`src/rtl/pipeline_hazard_ctrl_pkg.sv`:
```
// Shared types and defaults for the pipeline stall/flush controller.
package pipeline_hazard_ctrl_pkg;

    // Controller operating modes: normal issue, HALT drain, and stopped.
    typedef enum logic [1:0] {
        ST_RUN    = 2'd0,
        ST_DRAIN  = 2'd1,
        ST_HALTED = 2'd2
    } state_e;

    // Cycles a HALT needs to travel from ID to WB.
    localparam int unsigned DRAIN_CYCLES_DEFAULT = 3;

endpackage

```
`src/rtl/pipeline_hazard_ctrl_raw_hazard_detect.sv`:
```
// Combinational RAW hazard check of the ID source registers against the
// destination registers held in the three downstream pipeline latches.
// The register file does not bypass, so a write still sitting in MEM/WB
// is a hazard too. Register 0 is treated like any other register.
module raw_hazard_detect #(
    parameter int unsigned REG_ADDR_W = 3
) (
    input  logic [REG_ADDR_W-1:0] id_rs_i,
    input  logic                  id_rs_valid_i,
    input  logic [REG_ADDR_W-1:0] id_rt_i,
    input  logic                  id_rt_valid_i,
    input  logic [REG_ADDR_W-1:0] idex_wreg_i,
    input  logic                  idex_regwrite_i,
    input  logic [REG_ADDR_W-1:0] exmem_wreg_i,
    input  logic                  exmem_regwrite_i,
    input  logic [REG_ADDR_W-1:0] memwb_wreg_i,
    input  logic                  memwb_regwrite_i,
    output logic                  raw_hz_o
);

    logic rs_hz;
    logic rt_hz;

    // A source conflicts when it is read and any writing latch targets it.
    always_comb begin
        rs_hz = id_rs_valid_i &&
                ((idex_regwrite_i  && (id_rs_i == idex_wreg_i))  ||
                 (exmem_regwrite_i && (id_rs_i == exmem_wreg_i)) ||
                 (memwb_regwrite_i && (id_rs_i == memwb_wreg_i)));
        rt_hz = id_rt_valid_i &&
                ((idex_regwrite_i  && (id_rt_i == idex_wreg_i))  ||
                 (exmem_regwrite_i && (id_rt_i == exmem_wreg_i)) ||
                 (memwb_regwrite_i && (id_rt_i == memwb_wreg_i)));
        raw_hz_o = rs_hz || rt_hz;
    end

endmodule

```
`src/rtl/pipeline_hazard_ctrl.sv`:
```
// Central stall/flush controller for the 5-stage, non-forwarding pipeline.
// Enables, flushes and bubbles are combinational from state and inputs;
// halted_o and the stall-cycle counter are registered.
module pipeline_hazard_ctrl
    import pipeline_hazard_ctrl_pkg::*;
#(
    parameter int unsigned REG_ADDR_W   = 3,
    parameter int unsigned DRAIN_CYCLES = DRAIN_CYCLES_DEFAULT,
    parameter int unsigned CNT_W        = 16
) (
    input  logic                  clk,
    input  logic                  rst,
    input  logic [REG_ADDR_W-1:0] id_rs_i,
    input  logic                  id_rs_valid_i,
    input  logic [REG_ADDR_W-1:0] id_rt_i,
    input  logic                  id_rt_valid_i,
    input  logic [REG_ADDR_W-1:0] idex_wreg_i,
    input  logic [REG_ADDR_W-1:0] exmem_wreg_i,
    input  logic [REG_ADDR_W-1:0] memwb_wreg_i,
    input  logic                  idex_regwrite_i,
    input  logic                  exmem_regwrite_i,
    input  logic                  memwb_regwrite_i,
    input  logic                  ex_redirect_i,
    input  logic                  halt_id_i,
    input  logic                  mem_stall_i,
    output logic                  pc_en_o,
    output logic                  ifid_en_o,
    output logic                  ifid_flush_o,
    output logic                  idex_en_o,
    output logic                  idex_bubble_o,
    output logic                  exmem_en_o,
    output logic                  memwb_en_o,
    output logic                  halted_o,
    output logic [CNT_W-1:0]      stall_cycles_o
);

    localparam int unsigned DCW = $clog2(DRAIN_CYCLES + 1);

    state_e           state_q, state_d;
    logic [DCW-1:0]   drain_cnt_q, drain_cnt_d;
    logic             halted_q, halted_d;
    logic [CNT_W-1:0] stall_cnt_q, stall_cnt_d;
    logic             raw_hz;

    raw_hazard_detect #(
        .REG_ADDR_W (REG_ADDR_W)
    ) u_raw_hazard_detect (
        .id_rs_i          (id_rs_i),
        .id_rs_valid_i    (id_rs_valid_i),
        .id_rt_i          (id_rt_i),
        .id_rt_valid_i    (id_rt_valid_i),
        .idex_wreg_i      (idex_wreg_i),
        .idex_regwrite_i  (idex_regwrite_i),
        .exmem_wreg_i     (exmem_wreg_i),
        .exmem_regwrite_i (exmem_regwrite_i),
        .memwb_wreg_i     (memwb_wreg_i),
        .memwb_regwrite_i (memwb_regwrite_i),
        .raw_hz_o         (raw_hz)
    );

    // Next-state and enable decode; priority mem_stall > redirect > RAW > HALT.
    always_comb begin
        state_d       = state_q;
        drain_cnt_d   = drain_cnt_q;
        pc_en_o       = 1'b0;
        ifid_en_o     = 1'b0;
        ifid_flush_o  = 1'b0;
        idex_en_o     = 1'b0;
        idex_bubble_o = 1'b0;
        exmem_en_o    = 1'b0;
        memwb_en_o    = 1'b0;
        if (!rst && !mem_stall_i) begin
            case (state_q)
                ST_RUN: begin
                    idex_en_o  = 1'b1;
                    exmem_en_o = 1'b1;
                    memwb_en_o = 1'b1;
                    if (ex_redirect_i) begin
                        pc_en_o       = 1'b1;
                        ifid_en_o     = 1'b1;
                        ifid_flush_o  = 1'b1;
                        idex_bubble_o = 1'b1;
                    end else if (raw_hz) begin
                        idex_bubble_o = 1'b1;
                    end else if (halt_id_i) begin
                        ifid_en_o    = 1'b1;
                        ifid_flush_o = 1'b1;
                        state_d      = ST_DRAIN;
                        drain_cnt_d  = DCW'(DRAIN_CYCLES);
                    end else begin
                        pc_en_o   = 1'b1;
                        ifid_en_o = 1'b1;
                    end
                end
                ST_DRAIN: begin
                    ifid_en_o    = 1'b1;
                    ifid_flush_o = 1'b1;
                    idex_en_o    = 1'b1;
                    exmem_en_o   = 1'b1;
                    memwb_en_o   = 1'b1;
                    if (drain_cnt_q <= DCW'(1)) begin
                        drain_cnt_d = '0;
                        state_d     = ST_HALTED;
                    end else begin
                        drain_cnt_d = drain_cnt_q - DCW'(1);
                    end
                end
                ST_HALTED: begin
                    state_d = ST_HALTED;
                end
                default: begin
                    state_d = ST_RUN;
                end
            endcase
        end
    end

    // Registered status: halted flag and saturating count of cycles without PC progress.
    always_comb begin
        halted_d    = (state_d == ST_HALTED);
        stall_cnt_d = stall_cnt_q;
        if (!pc_en_o && (stall_cnt_q != {CNT_W{1'b1}})) begin
            stall_cnt_d = stall_cnt_q + CNT_W'(1);
        end
    end

    // State and counter registers with synchronous reset.
    always_ff @(posedge clk) begin
        if (rst) begin
            state_q     <= ST_RUN;
            drain_cnt_q <= '0;
            halted_q    <= 1'b0;
            stall_cnt_q <= '0;
        end else begin
            state_q     <= state_d;
            drain_cnt_q <= drain_cnt_d;
            halted_q    <= halted_d;
            stall_cnt_q <= stall_cnt_d;
        end
    end

    assign halted_o       = halted_q;
    assign stall_cycles_o = stall_cnt_q;

endmodule

```
`config.mk`:
```
export PLATFORM = sky130hd
export DESIGN_NAME = pipeline_hazard_ctrl
export DESIGN_NICKNAME = d
export VERILOG_FILES = /design/src/rtl/pipeline_hazard_ctrl_pkg.sv /design/src/rtl/pipeline_hazard_ctrl_raw_hazard_detect.sv /design/src/rtl/pipeline_hazard_ctrl.sv
export SDC_FILE = /design/constraint.sdc
export NUM_CORES = 1
export LEC_CHECK = 0
export CORE_MARGIN = 5
export CORE_UTILIZATION = 45
export CTS_CLUSTER_SIZE = 28
export DETAILED_ROUTE_END_ITERATION = 10
export PLACE_DENSITY = 0.8
export SLEW_MARGIN = 5
export SYNTH_ARGS = -nofsm -noshare
export SYNTH_HDL_FRONTEND = slang
export SYNTH_SLANG_ARGS = --single-unit
```
`constraint.sdc`:
```
create_clock -name clk -period 2.8 [get_ports clk]
set_input_delay 0.84 -clock clk [delete_from_list [all_inputs] [get_ports clk]]
set_output_delay 0.84 -clock clk [all_outputs]
set_load 0.01 [all_outputs]
```
* Yosys cells after proc, flatten, opt, wreduce, memory -nomap -nowiden
Cells that the tools add are included.
Operators by class: add/sub/neg operators 2, $mul 0, divide/modulo/power cells 0, order comparisons 1, eq/ne operators 13, shifts and indexed selects 0, multiplexer cells 31, bitwise operators 0, reduce and logical (&&, ||, !) cells 22
Operator list (count):
- $eq A3 B3 Y1 | 6
- $mux W1 | 18
- $mux W2 | 9
- $add A16 B1 Y16 const B | 1
- $ne A16 B16 Y1 const B | 1
- $logic_and A1 B1 Y1 | 10
- $ne A2 B2 Y1 const B | 3
- $pmux W2 S3 | 1
- $logic_or A1 B1 Y1 | 5
- $reduce_and A5 Y1 | 1
- $eq A2 B2 Y1 const B | 2
- $pmux W1 S2 | 2
- $pmux W2 S2 | 1
- $logic_not A1 Y1 | 3
- $eq A2 B1 Y1 const B | 1
- $le A2 B1 Y1 const B | 1
- $logic_not A2 Y1 | 1
- $reduce_bool A2 Y1 | 1
- $reduce_or A2 Y1 | 1
- $sub A2 B1 Y2 const B | 1
Storage, ports and cells: register bits after elaboration 21, bits in latches 0, memory bits (writable) 0, memory bits (read-only) 0, memories 0

* Longest topological paths before layout
Gate-level depths: netlist of run 1.
word-level depth 12, gate-level depth with buffers 7, mapped depth without buffers 7

* Cells and area by module
From an unflattened synthesis of run 1, not the netlist that was laid out.
Second synthesis, totals: cell total of the unflattened synthesis 162, area, all modules 1363.8 um2
By module, submodules not included:
- pipeline_hazard_ctrl | instances 1, cells an instance 135, area each 1149.9 um2, sequential area each 420.4 um2
- raw_hazard_detect | instances 1, cells an instance 27, area each 214.0 um2, sequential area each 0.0 um2

* Worst setup path after synthesis of run 1
Ideal clock, no wire load.
path kind input to output, start in rst, end out idex_bubble_o, arrival 2.026 ns, required time 1.960 ns, setup slack -0.066 ns, cell stages on the path 4, buffers on the path 2, cells stage by stage clkbuf_1 -> nor4_4 -> clkbuf_1 -> a21boi_0
On the way: longest elaborated chain between the ends 3
Ends and longest elaborated chain:
- from (decl) | line pipeline_hazard_ctrl.sv:12 | input logic rst,
- $logic_not A1 Y1 | line pipeline_hazard_ctrl.sv:72 | if (!rst && !mem_stall_i) begin
- $logic_and A1 B1 Y1 | line pipeline_hazard_ctrl.sv:72
- $mux W1 | line pipeline_hazard_ctrl.sv:72
- to (decl) | line pipeline_hazard_ctrl.sv:30 | output logic idex_bubble_o,
No other way between the ends.

* Worst setup path after layout of run 1
start in memwb_wreg_i[0], end out ifid_en_o
On the way: longest elaborated chain between the ends 9, elaborated cells on any way between the ends 13
Ends and longest elaborated chain:
- from (decl) | line pipeline_hazard_ctrl.sv:19 | input logic [REG_ADDR_W-1:0] memwb_wreg_i,
- $eq A3 B3 Y1, on equally long branches | line pipeline_hazard_ctrl_raw_hazard_detect.sv:29, pipeline_hazard_ctrl_raw_hazard_detect.sv:33
- $logic_and A1 B1 Y1, on equally long branches | line pipeline_hazard_ctrl_raw_hazard_detect.sv:29, pipeline_hazard_ctrl_raw_hazard_detect.sv:33
- $logic_or A1 B1 Y1, on equally long branches | line pipeline_hazard_ctrl_raw_hazard_detect.sv:28, pipeline_hazard_ctrl_raw_hazard_detect.sv:32
- $logic_and A1 B1 Y1, on equally long branches | line pipeline_hazard_ctrl_raw_hazard_detect.sv:26, pipeline_hazard_ctrl_raw_hazard_detect.sv:30
- $logic_or A1 B1 Y1 (*) | line pipeline_hazard_ctrl_raw_hazard_detect.sv:34 | raw_hz_o = rs_hz || rt_hz;
- $mux W1 (*) | line pipeline_hazard_ctrl.sv:83 | end else if (raw_hz) begin
- $mux W1 (*) | line pipeline_hazard_ctrl.sv:78 | if (ex_redirect_i) begin
- $pmux W1 S2 (*) | line pipeline_hazard_ctrl.sv:73 | case (state_q)
- $mux W1 (*) | line pipeline_hazard_ctrl.sv:72
- to (decl) | line pipeline_hazard_ctrl.sv:27 | output logic ifid_en_o,
Mark *: on every way between the ends. The rest lies on a longest branch, timed or not.

==> results of run 1 <==
## cell type report
type	count	area [um^2]	share of cell area
Sequential cell	21	420.4	0.1911
Timing Repair Buffer	61	601.8	0.2736
Clock buffer	3	22.52	0.01024
Multi-Input combinational cell	128	1069	0.4858
Inverter	7	26.28	0.01195
Clock inverter	1	5.005	0.002275
Tap cell	44	55.05	0.02503
## critical path: stages
cell and delay (ps):
buf_6 100, xnor2_1 160, nand4_1 180, a31oi_4 250, buf_6 140, nor2_1 50, o31a_1 220, buf_2 140
## power groups by stage
stage	registers, mW	logic, mW	clock network [mW]
final	0.318	0.216	0.150
after global routing	0.320	0.230	0.173
after CTS	0.318	0.203	0.153
after detailed placement	0.325	0.180	0
after global placement	0.324	0.172	0
after floorplan	0.326	0.0872	0
## final timing paths
path | end | slack (ps)
min | drain_cnt_q[0] | 480
min reg2reg | drain_cnt_q[0] | 480
max reg2reg | stall_cycles_o[9] | 640
max | ifid_en_o | -140
## state kept, by name, indices dropped and copies added, names as in the netlist
register        cells
halted_o            1
drain_cnt_q         2
state_q             2
stall_cycles_o     16
## cells by family after synthesis
family / count (synthesis) / synth area share
multiplexers: 4 / 0.03092
flip-flops: 21 / 0.2968
adder cells (fa/ha/maj): 1 / 0.008833
XOR/XNOR: 26 / 0.1608
AND/OR/NAND/NOR: 68 / 0.2747
AO/OA/AOI/OAI: 29 / 0.1882
buffers and inverters: 13 / 0.03975
## stage by stage
step	hold slack, ps	instances	util	setup slack [ps]	total power [mW]
3_3_place_gp	457.6	256	0.6545	-787.3	0.4965
6_report	481.1	265	0.7264	-137.2	0.6847
5_1_grt	499.3	265	0.7264	-194.1	0.7232
4_1_cts	483.6	265	0.7050	-133.5	0.6739
3_5_place_dp	467.8	256	0.6545	-909.8	0.5049
2_1_floorplan	446.3	162	-	-9.437	0.4131
## placed cells by master, fill, tap and decap left out, types with 2 or more instances in the layout
master            n
dlygate4sd2_1     7
buf_8             3
inv_1             5
buf_2             3
and2_4            2
nand2b_1          3
xnor2_2          13
a21oi_1           6
a31oi_4           2
nor2b_1           4
o31a_1            2
nand4_1           8
a211oi_1          6
nand3_1           7
xnor2_1          12
o21ai_0           3
clkdlybuf4s50_1  19
nand2_1           9
a211oi_2          3
buf_4            11
dfxtp_1          21
inv_2             2
clkbuf_4          3
clkdlybuf4s15_1   3
and3_1            6
nor2_1           20
mux2_1            3
buf_6            14
## repair_timing
item,in CTS,in global routing
setup endpoints to repair,7,4
resized for setup,132,16
setup buffers,5,2
pin swaps,23,14
## per-layer routing
| metal | wire, um | global-route usage | vias up |
|---|---|---|---|
| li1 | - | - | 686 |
| met1 | 1436 | 0.1975 | 657 |
| met4 | 184 | 0.1320 | 0 |
| met5 | 0 | 0 | - |
| met3 | 223 | 0.04592 | 17 |
| met2 | 1943 | 0.3197 | 46 |
==> results.cfg, run 1 <==
[clock_network]
cts_sinks = 21
clock_latency_ps = 320
numCtsBuffers = 3
hold_buffers = 0
clkTransAtPathRegs_ps = 110
cts_root_buf = clkbuf_4
h-tree-depth = 1
cts_tree = built
ctsLongestPathBuffers = 2

[routing]
dr.pass1.iters = 4
drtIter0Drc = 122
wl_um = 3788
num_vias = 1406
drc = 0
antenna_left = 0
wire_per_inst_um = 14.29
routed_via_density = 5.306

[logic_synthesis]
synth_common_cells = xnor2_1 (26), dfxtp_1 (21), nor2_1 (20), nand2_1 (9), nand4_1 (8)
yosys_warnings = 0
ys_seq_area_frac = 0.2968
synth_top_cell_area_share = 0.2968
synthTopCellsByArea = dfxtp_1 (30%), xnor2_1 (16%), nor2_1 (5.3%)
yosys.area.top_type = dfxtp_1
synth_nets = 188
synth_area_um2 = 1416
synth-seq-cells = 21
ys.flop_type = dfxtp_1
syn_inst = 162
synth_edf_count = 0
async_reset_ff_frac = 0
synth_cell_types = 40
avgSynthCellArea_um2 = 8.743
yosysMostFrequentCell = xnor2_1

[sta]
period_share = 1.049
setup-violations-final = 4
layout_setup_ws_ps = -137.2
rsz0062_at_grt = yes
fin_setup_tns_ps = -345.9
fin_skew_ps = 6.922
period_needed_ps = 2937
hold_violations = 0
drv_slew = 0
max-slew-margin-rel = 0.7208
worst_pin_slew_ps = 417.4
fmax_mhz = 340.5

[die]
coreArea_um2 = 3028
start_util = 0.4678
io_pins = 49
dieHeight_um = 66.10
num_rows = 20
die_area_um2 = 4369
die_x_um = 66.10

[worst_setup_path]
reg2reg_depth = 7
critPathArrivalTime_ps = 2100
worst_setup_path_start_kind = input pin
cp_max_fo = 2
r2r_start = stall_cycles_o[6]
path_class = in2out
worstSetupStartpoint = memwb_wreg_i[0]
worst_setup_path_end_kind = output pin
critPathRequiredTime_ps = 1960

[power_and_ir_drop]
share_comb_of_total_power = 0.316
power.internal_mw = 0.4831
leakagePower_nw = 0.8854
p_seq_frac = 0.465
switching_power_mw = 0.2016
swShare = 0.2944
p_per_area_nw_per_um2 = 311.3
power_frac_clock = 0.219
peakVddDrop_mv = 0.1483

[layout]
nNetsFinal = 248
stdcell_area_um2 = 2200
area_growth_pct = 55.30
fillCellCount = 221
diodes = 0
drive_gt1_frac = 0.2986

[placed_design]
placed_cell_area_um2 = 1982
detailed_place_hpwl_um = 2871
gp_congestion = 0.8399
port_buffers = 48

[global_route]
grt.total_usage = 0.1867
grt_max_degree = 23
grt_pass1_vias = 1457
antenna_found_initial = 0
grt_pass1_wl_um = 6327
grt-ovfl-total = 0

[hold_path]
min_path_cells = 2
hp-start = drain_cnt_q[0]
min_path_type = reg2reg

[flow_run]
maxCapViolCount = 0

[run_status]
status = finished, violations left
violations = setup timing
Note: power is estimated with default switching activity, not from simulation.
==> run 2: changes to the inputs <==
--- a/config.mk
+++ b/config.mk
@@ -9,6 +9,7 @@
 export CORE_UTILIZATION = 45
 export CTS_CLUSTER_SIZE = 28
 export DETAILED_ROUTE_END_ITERATION = 10
+export GPL_TIMING_DRIVEN = 0
 export PLACE_DENSITY = 0.8
 export SLEW_MARGIN = 5
 export SYNTH_ARGS = -nofsm -noshare
==> results.cfg, run 2 (synthesized netlist as in run 1, its figures left out) <==
[power_and_ir_drop]
p_per_area_nw_per_um2 = 316.3
power.internal_mw = 0.4800
share_comb_of_total_power = 0.318
p_seq_frac = 0.462
peakVddDrop_mv = 0.1448
switching_power_mw = 0.2102
swShare = 0.3045
leakagePower_nw = 0.8755
p_total_mw = 0.6902
power_frac_clock = 0.220

[layout]
stdcell_area_um2 = 2182
regArea_um2 = 420.4
fillCellCount = 229
final_cells = 266
final_common_cell = dfxtp_1
post-route-util = 0.7207
layout_common_cells = dfxtp_1 (21), clkdlybuf4s50_1 (20), nor2_1 (19)
area_growth_pct = 54.06
nNetsFinal = 249
multi_input_area_um2 = 1087
largest_reg_flops = 16
drive_gt1_frac = 0.3108
diodes = 0

[clock_network]
clock_latency_ps = 320
ctsLongestPathBuffers = 2
cts_root_buf = clkbuf_4
numCtsBuffers = 3
hold_buffers = 0
h-tree-depth = 1
clkTransAtPathRegs_ps = 110
cts_tree = built
cts_sinks = 21

[sta]
worst_pin_slew_ps = 504.7
fin_setup_tns_ps = -397.2
drv_slew = 0
period_needed_ps = 2935
fin_skew_ps = 10.98
setup-violations-final = 4
layout_setup_ws_ps = -134.5
hold_violations = 0
fmax_mhz = 340.8
period_share = 1.048
holdWs_ps = 484.0
rsz0062_at_grt = yes
max-slew-margin-rel = 0.6635

[placed_design]
pre_cts_ws_ps = -1078
placed_cells = 253
port_buffers = 47
placed_cell_area_um2 = 1942
detailed_place_hpwl_um = 2728
gp_congestion = 0.7989

[routing]
dr.pass1.iters = 4
wl_um = 4062
drtIter0Drc = 83
drc = 0
antenna_left = 0
num_vias = 1414
wire_per_inst_um = 15.27
routed_via_density = 5.316

[die]
num_rows = 20
die_x_um = 66.10
dieHeight_um = 66.10
coreArea_um2 = 3028
start_util = 0.4678
io_pins = 49
die_area_um2 = 4369

[worst_setup_path]
crit_path_top_delay_cell = a31oi_4
path_cells = buf_4 > xnor2_1 > nand4_1 > a31oi_4 > buf_4 > o31ai_4 > and2_4 > buf_6
cp_max_fo = 3
cpPeakStageDelay_ps = 260
critPathRequiredTime_ps = 1960
critPathArrivalTime_ps = 2090
path_class = in2out
worst_setup_path_end_kind = output pin
path_common_cell = buf_4
worst_setup_path_start_kind = input pin

[run_status]
status = finished, violations left
violations = setup timing

[global_route]
antenna_found_initial = 0
grt_max_degree = 13
grt-ovfl-total = 0
grt_pass1_vias = 1435
grt_pass1_wl_um = 6472
grt.total_usage = 0.1911

[flow_run]
maxCapViolCount = 0

[hold_path]
min_path_type = reg2reg
run 2: path summary, 6_finish.rpt:
| check | start | to | cells past startpoint | slack (ps) |
|---|---|---|---|---|
| max | id_rt_i[0] | pc_en_o | 8 | -130 |
| min | drain_cnt_q[0] | drain_cnt_q[0] | 2 | 480 |
| max reg2reg | stall_cycles_o[6] | stall_cycles_o[9] | 7 | 550 |
| min reg2reg | drain_cnt_q[0] | drain_cnt_q[0] | 2 | 480 |
run 2: area by class of cell:
type | count | share of cell area
buffer | 6 | 0.01892
clock buffer | 3 | 0.01032
clock inverter | 1 | 0.002294
inverter | 7 | 0.01204
multi-input combinational | 128 | 0.4983
sequential | 21 | 0.1927
tap | 44 | 0.02523
timing repair buffer | 56 | 0.2403
run 2: timing repair:
action | in CTS | in global routing
gates resized for setup | 130 | 12
pin swaps | 25 | 11
buffers inserted | 8 | 1
endpoints found under the setup margin | 7 | 5
run 2: power by group through the flow:
stage | Combinational, mW | Clock, mW | Sequential [mW]
after detailed placement | 0.174 | 0 | 0.325
after floorplan | 0.0872 | 0 | 0.326
after global routing | 0.233 | 0.174 | 0.321
after global placement | 0.167 | 0 | 0.324
final | 0.219 | 0.152 | 0.319
after CTS | 0.200 | 0.154 | 0.319
run 2: worst max-delay path: cells and delay by family:
kind / cells / cell delay (ps)
AND/OR/NAND/NOR: 2 / 350
buffers and inverters: 3 / 390
AO/OA/AOI/OAI: 2 / 310
XOR/XNOR: 1 / 180
run 2: metal layers:
layer  global-route usage  vias to the layer above  part of all wire
met2               0.3606                       55              0.55
met5                    0                        -                 0
li1                     -                      688                 -
met4              0.06853                        0             0.023
met3              0.03231                        7             0.058
met1               0.2104                      664              0.37
